--- config.mk ---
export PLATFORM = sky130hd
export DESIGN_NAME = noc_boot_loader
export DESIGN_NICKNAME = d
export VERILOG_FILES = /design/src/rtl/noc_boot_loader.sv
export SDC_FILE = /design/constraint.sdc
export NUM_CORES = 1
export LEC_CHECK = 0
export BUFFER_PORTS_ARGS = -buffer_cell sky130_fd_sc_hd__buf_2
export CAP_MARGIN = 20
export CORE_MARGIN = 1.5
export CORE_UTILIZATION = 30
export DETAILED_ROUTE_END_ITERATION = 10
export HOLD_SLACK_MARGIN = 0.03
export PLACE_DENSITY = 0.47
export SYNTH_ARGS = -nofsm -noshare
export SYNTH_HDL_FRONTEND = slang
export SYNTH_SLANG_ARGS = --single-unit
--- constraint.sdc ---
create_clock -name clk -period 2.6 [get_ports clk]
set_input_delay 0.13 -clock clk [delete_from_list [all_inputs] [get_ports clk]]
set_output_delay 0.13 -clock clk [all_outputs]
set_load 0.05 [all_outputs]
--- src/rtl/noc_boot_loader.sv ---
// Boot loader for the 3x3 NoC: assembles four bytes per address from a byte stream,
// writes tile 0 and the broadcast internal image, then releases the tiles from reset.
module noc_boot_loader #(
  parameter int MEM_BYTES     = 256,
  parameter int ADDR_W        = 8,
  parameter int RELEASE_DELAY = 4,
  parameter int TIMEOUT       = 1024
) (
  input  logic              clk,
  input  logic              rst,
  input  logic              start,
  input  logic              src_valid,
  input  logic [7:0]        src_data,
  output logic              src_ready,
  output logic              init_mem,
  output logic              wr_en,
  output logic [ADDR_W-1:0] address,
  output logic [7:0]        inst0,
  output logic [7:0]        data0,
  output logic [7:0]        inst_int,
  output logic [7:0]        data_int,
  output logic              sys_rst_n,
  output logic              busy,
  output logic              done,
  output logic              error
);

  // state   | meaning
  // IDLE    | after reset, tiles held in reset, waiting for start
  // LOAD    | collecting the four bytes of the current address
  // WRITE   | one-cycle write strobe for the current address
  // RELEASE | all addresses written, holding tile reset for RELEASE_DELAY cycles
  // DONE    | tiles released, start reloads
  // ERROR   | source timed out, start reloads
  typedef enum logic [2:0] {
    IDLE    = 3'd0,
    LOAD    = 3'd1,
    WRITE   = 3'd2,
    RELEASE = 3'd3,
    DONE    = 3'd4,
    ERROR   = 3'd5
  } state_t;

  localparam int TO_W = (TIMEOUT > 2) ? $clog2(TIMEOUT) : 1;
  localparam int RD_W = (RELEASE_DELAY > 1) ? $clog2(RELEASE_DELAY) : 1;
  localparam logic [TO_W-1:0]   TO_LAST   = TO_W'(TIMEOUT - 2);
  localparam logic [RD_W-1:0]   RD_LOAD   = RD_W'(RELEASE_DELAY - 1);
  localparam logic [ADDR_W-1:0] ADDR_LAST = ADDR_W'(MEM_BYTES - 1);

  state_t            state, state_nxt;
  logic [1:0]        idx;
  logic [TO_W-1:0]   to_cnt;
  logic [RD_W-1:0]   rel_cnt;
  logic [ADDR_W-1:0] addr_q;
  logic [7:0]        inst0_q, data0_q, inst_int_q, data_int_q;
  logic              sys_rst_n_q, done_q, error_q;
  logic              accept, last_addr, to_expire, rel_expire;

  assign accept     = (state == LOAD) && src_valid;
  assign last_addr  = (addr_q == ADDR_LAST);
  assign to_expire  = (to_cnt == TO_LAST);
  assign rel_expire = (rel_cnt == '0);

  always_comb begin
    state_nxt = state;
    src_ready = 1'b0;
    init_mem  = 1'b0;
    wr_en     = 1'b0;
    busy      = 1'b0;
    case (state)
      IDLE: begin
        if (start) state_nxt = LOAD;
      end
      LOAD: begin
        src_ready = 1'b1;
        init_mem  = 1'b1;
        busy      = 1'b1;
        if (accept && idx == 2'd3) state_nxt = WRITE;
        else if (!accept && to_expire) state_nxt = ERROR;
      end
      WRITE: begin
        init_mem  = 1'b1;
        wr_en     = 1'b1;
        busy      = 1'b1;
        state_nxt = last_addr ? RELEASE : LOAD;
      end
      RELEASE: begin
        busy = 1'b1;
        if (rel_expire) state_nxt = DONE;
      end
      DONE, ERROR: begin
        if (start) state_nxt = LOAD;
      end
      default: state_nxt = IDLE;
    endcase
  end

  always_ff @(posedge clk) begin
    if (rst) begin
      state       <= IDLE;
      idx         <= '0;
      to_cnt      <= '0;
      rel_cnt     <= '0;
      addr_q      <= '0;
      inst0_q     <= '0;
      data0_q     <= '0;
      inst_int_q  <= '0;
      data_int_q  <= '0;
      sys_rst_n_q <= 1'b0;
      done_q      <= 1'b0;
      error_q     <= 1'b0;
    end else begin
      state <= state_nxt;
      case (state)
        IDLE, DONE, ERROR: begin
          if (start) begin
            addr_q      <= '0;
            idx         <= '0;
            to_cnt      <= '0;
            sys_rst_n_q <= 1'b0;
            done_q      <= 1'b0;
            error_q     <= 1'b0;
          end
        end
        LOAD: begin
          if (accept) begin
            case (idx)
              2'd0:    inst0_q    <= src_data;
              2'd1:    data0_q    <= src_data;
              2'd2:    inst_int_q <= src_data;
              default: data_int_q <= src_data;
            endcase
            idx    <= idx + 2'd1;
            to_cnt <= '0;
          end else if (to_expire) begin
            error_q <= 1'b1;
          end else begin
            to_cnt <= to_cnt + 1'b1;
          end
        end
        WRITE: begin
          if (last_addr) begin
            rel_cnt <= RD_LOAD;
          end else begin
            addr_q <= addr_q + 1'b1;
            idx    <= '0;
          end
        end
        RELEASE: begin
          if (rel_expire) begin
            sys_rst_n_q <= 1'b1;
            done_q      <= 1'b1;
          end else begin
            rel_cnt <= rel_cnt - 1'b1;
          end
        end
        default: ;
      endcase
    end
  end

  assign address   = addr_q;
  assign inst0     = inst0_q;
  assign data0     = data0_q;
  assign inst_int  = inst_int_q;
  assign data_int  = data_int_q;
  assign sys_rst_n = sys_rst_n_q;
  assign done      = done_q;
  assign error     = error_q;

endmodule

==> flow_metrics.py <==
metrics = {
    "floorplan": {
        "die_area_mm2": 0.00985,
        "die_h_um": 99.3,
        "core_mm2": 0.00885,
        "chipWidth_um": 99.3,
        "initial_utilization": 0.314,
        "rows": 34,
        "ios": 59,
    },
    "pwr": {
        "power.switching_w": 0.000564,
        "max-vdd-ir-drop_mv": 0.294,
        "p_int_w": 0.00143,
        "p_comb_frac": 0.094,
        "p_seq_frac": 0.466,
        "leakagePower_nw": 1.55,
        "pwr-share-clk": 0.440,
        "switching_share": 0.283,
        "p_per_area_mw_per_mm2": 597,
    },
    "worst_setup_path": {
        "cp-start-kind": "flip-flop",
        "worst_path_max_delay_cell": "dfxtp_1",
        "cp.arrival_ns": 1.97,
        "required_ns": 2.47,
        "slowest_delay_ns": 0.52,
        "r2r_slack_ns": 0.52,
        "setup.worst_path.end": "wr_en",
        "rr_endpoint": "idx[0]",
        "path_cells": "or3b_1 > buf_4 > clkinv_1 > buf_2",
        "crit_path_end_kind": "output port",
        "cp-startpoint": "state[1]",
        "reg2reg_depth": 4,
        "crit_fanout": 12,
        "timing.rr.start": "state[1]",
        "setup.worst_path.class": "flip-flop to output port",
    },
    "cts": {
        "postCtsHoldBufs": 0,
        "cts-htree-levels": 3,
        "cts_num_sinks": 59,
        "clockRootBuffer": "clkbuf_8",
        "clkTransAtPathRegs_ns": 0.08,
        "clk_latency_ns": 0.34,
        "post_cts_buffers": 0,
        "cts_tree": "built",
        "ctsResizeCount": 0,
        "numCtsBuffers": 9,
        "cts_buffer_depth": 2,
    },
    "sta": {
        "fin_ws_ns": 0.500,
        "skew_ns": 0.00943,
        "setup_viol_count_final": 0,
        "finalHoldViolCount": 0,
        "fmax_mhz": 476,
        "slew_violations": 0,
        "tns_ns": 0,
        "rsz0062_at_grt": "false",
        "tightestPinTransition_ns": 0.790,
        "slew_headroom": 0.471,
        "fin_crit_ns": 2.10,
        "period_share": 0.808,
    },
    "place": {
        "gp_congestion": 0.774,
        "portBuffers": 58,
        "place_hpwl_mm": 4.63,
        "pre_cts_ws_ns": 0.509,
    },
    "route": {
        "via_per_inst": 5.05,
        "drt_wl_total_mm": 6.75,
        "vias": 2343,
        "ant_nets": 0,
        "first_pass_iters": 4,
        "route.detailed.drc": 0,
        "wl_per_cell_um": 14.5,
        "dr.first_iter.drc_count": 64,
    },
    "synth": {
        "ys_types": 52,
        "synth-seq-area-share": 0.425,
        "syn_nets": 315,
        "avgSynthCellArea_um2": 9.42,
        "yosys.area.top_type": "dfxtp_1",
        "ys_ff_latch": 59,
        "synth-edff-count": 0,
        "synthFlopType": "dfxtp_1",
        "yosysTopAreaCellShare": 0.425,
        "synthCells": 295,
        "async_reset_ff_frac": 0,
        "ys_warn_count": 0,
        "synthTopCellsByArea": "dfxtp_1, mux2i_1, nor2_1, ha_1, a21oi_1",
        "synth_area_mm2": 0.00278,
    },
    "global_route": {
        "antenna_found_initial": 0,
        "track_usage": 0.145,
        "grt_max_degree": 28,
        "grt_pass1_vias": 2243,
        "overflow": 0,
        "grt_pass1_wl_mm": 11.3,
    },
    "layout": {
        "diodes": 0,
        "finalNetCount": 371,
        "final_layout_size_suffix_gt1_frac": 0.256,
        "area_growth_pct": 20.2,
    },
    "job": {
        "maxCapViolCount": 0,
    },
    "min_path": {
        "hold_class": "input pin to flip-flop",
    },
    "outcome": {
        "outcome": "finished, final reports clean",
    },
}
layout by cell type, fill, tap and decap left out, types with 2 or more instances in the layout:
master and n:
nand4_1 4, inv_6 3, buf_4 3, clkinv_4 3, a211oi_1 4, nand2_1 11, ha_1 8, or4_1 6
mux2i_1 36, dfxtp_1 59, nand3b_1 3, nand3_2 3, a41oi_1 2, inv_1 8, a31oi_1 2, buf_2 58
a21oi_1 17, o31ai_1 6, and2_1 2, o21ai_0 7, o211ai_1 2, and4_1 2, nor3_1 8, nor2_1 47
clkbuf_8 9, and3_1 4, clkinv_1 2, o21a_1 2, nand2b_1 2, or3_1 4, o2111ai_1 2, nand3_1 5
cell type report:
type	count	area (µm²)
fill	924	5510
multi-input combinational	210	1470
sequential	59	1180
timing repair buffer	61	313
tap	108	135
clock buffer	9	124
clock inverter	7	82.6
inverter	10	37.5
per-layer routing:
| layer | GRT usage | share of wire |
|---|---|---|
| met1 | 0.194 | 0.49 |
| met2 | 0.214 | 0.43 |
| met3 | 0.0527 | 0.065 |
| met4 | 0.0553 | 0.011 |
| met5 | 0 | 0 |
critical path, delay by kind of cell (launching register included):
kind	cells	cell delay, ns
buffers and inverters	3	0.66
flip-flops	1	0.52
AND/OR/NAND/NOR	1	0.45
power groups by stage:
stage               registers, W  clock network, W  logic [W]
floorplan               0.000973                 0   0.000115
global placement        0.000950                 0   0.000188
detailed placement      0.000950                 0   0.000188
CTS                     0.000929          0.000911   0.000189
global route            0.000932          0.000951   0.000202
finish                  0.000929          0.000878   0.000187
cells by family after synthesis:
| group | share of synthesized area |
|---|---|
| simple gates | 0.227 |
| fa+ha+maj | 0.0360 |
| flops | 0.425 |
| mux | 0.135 |
| compound gates | 0.131 |
| buf+inv | 0.0468 |
cells in the mapped netlist (3+ instances only):
cell type and n:
nand3_1 5, or3_1 4, nor2_1 47, ha_1 8, dfxtp_1 59, buf_6 3
or4_1 6, and3_1 4, nand3_2 3, nand3b_1 3, nor3_1 8, mux2i_1 36
nand4_1 4, a211oi_1 4, clkbuf_1 7, inv_1 8, nand2_1 11, o31ai_1 6
o21ai_0 7, buf_2 5, a21oi_1 17
metrics by stage:
stage	hold WS, ns	std cells	power (W)	instance area, µm²	utilization
3_3_place_gp	0.415	448	0.00114	3140	0.354
2_1_floorplan	0.274	295	0.00109	2780	-
5_1_grt	0.0605	464	0.00208	3340	0.378
4_1_cts	0.0526	464	0.00203	3340	0.378
3_5_place_dp	0.426	448	0.00114	3140	0.354
6_report	0.0711	464	0.00199	3340	0.378
worst min-delay path by stage:
stage,from,to,slack [ns],cells past startpoint
after CTS,src_data[1],data0[1],0.05,3
final,src_data[2],inst_int[2],0.07,3
after global placement,src_data[2],data0[2],0.42,3
after detailed placement,src_data[2],data0[2],0.43,3
after floorplan,src_data[0],data0[0],0.27,2
after global routing,src_data[1],inst_int[1],0.06,3
flip-flops by register name (all words and copies together) (netlist names):
name / cells
to_cnt: 10
address: 8
data0: 8
data_int: 8
inst0: 8
inst_int: 8
state: 3
idx: 2
rel_cnt: 2
done: 1
error: 1
(Power assumes the default switching activity.)
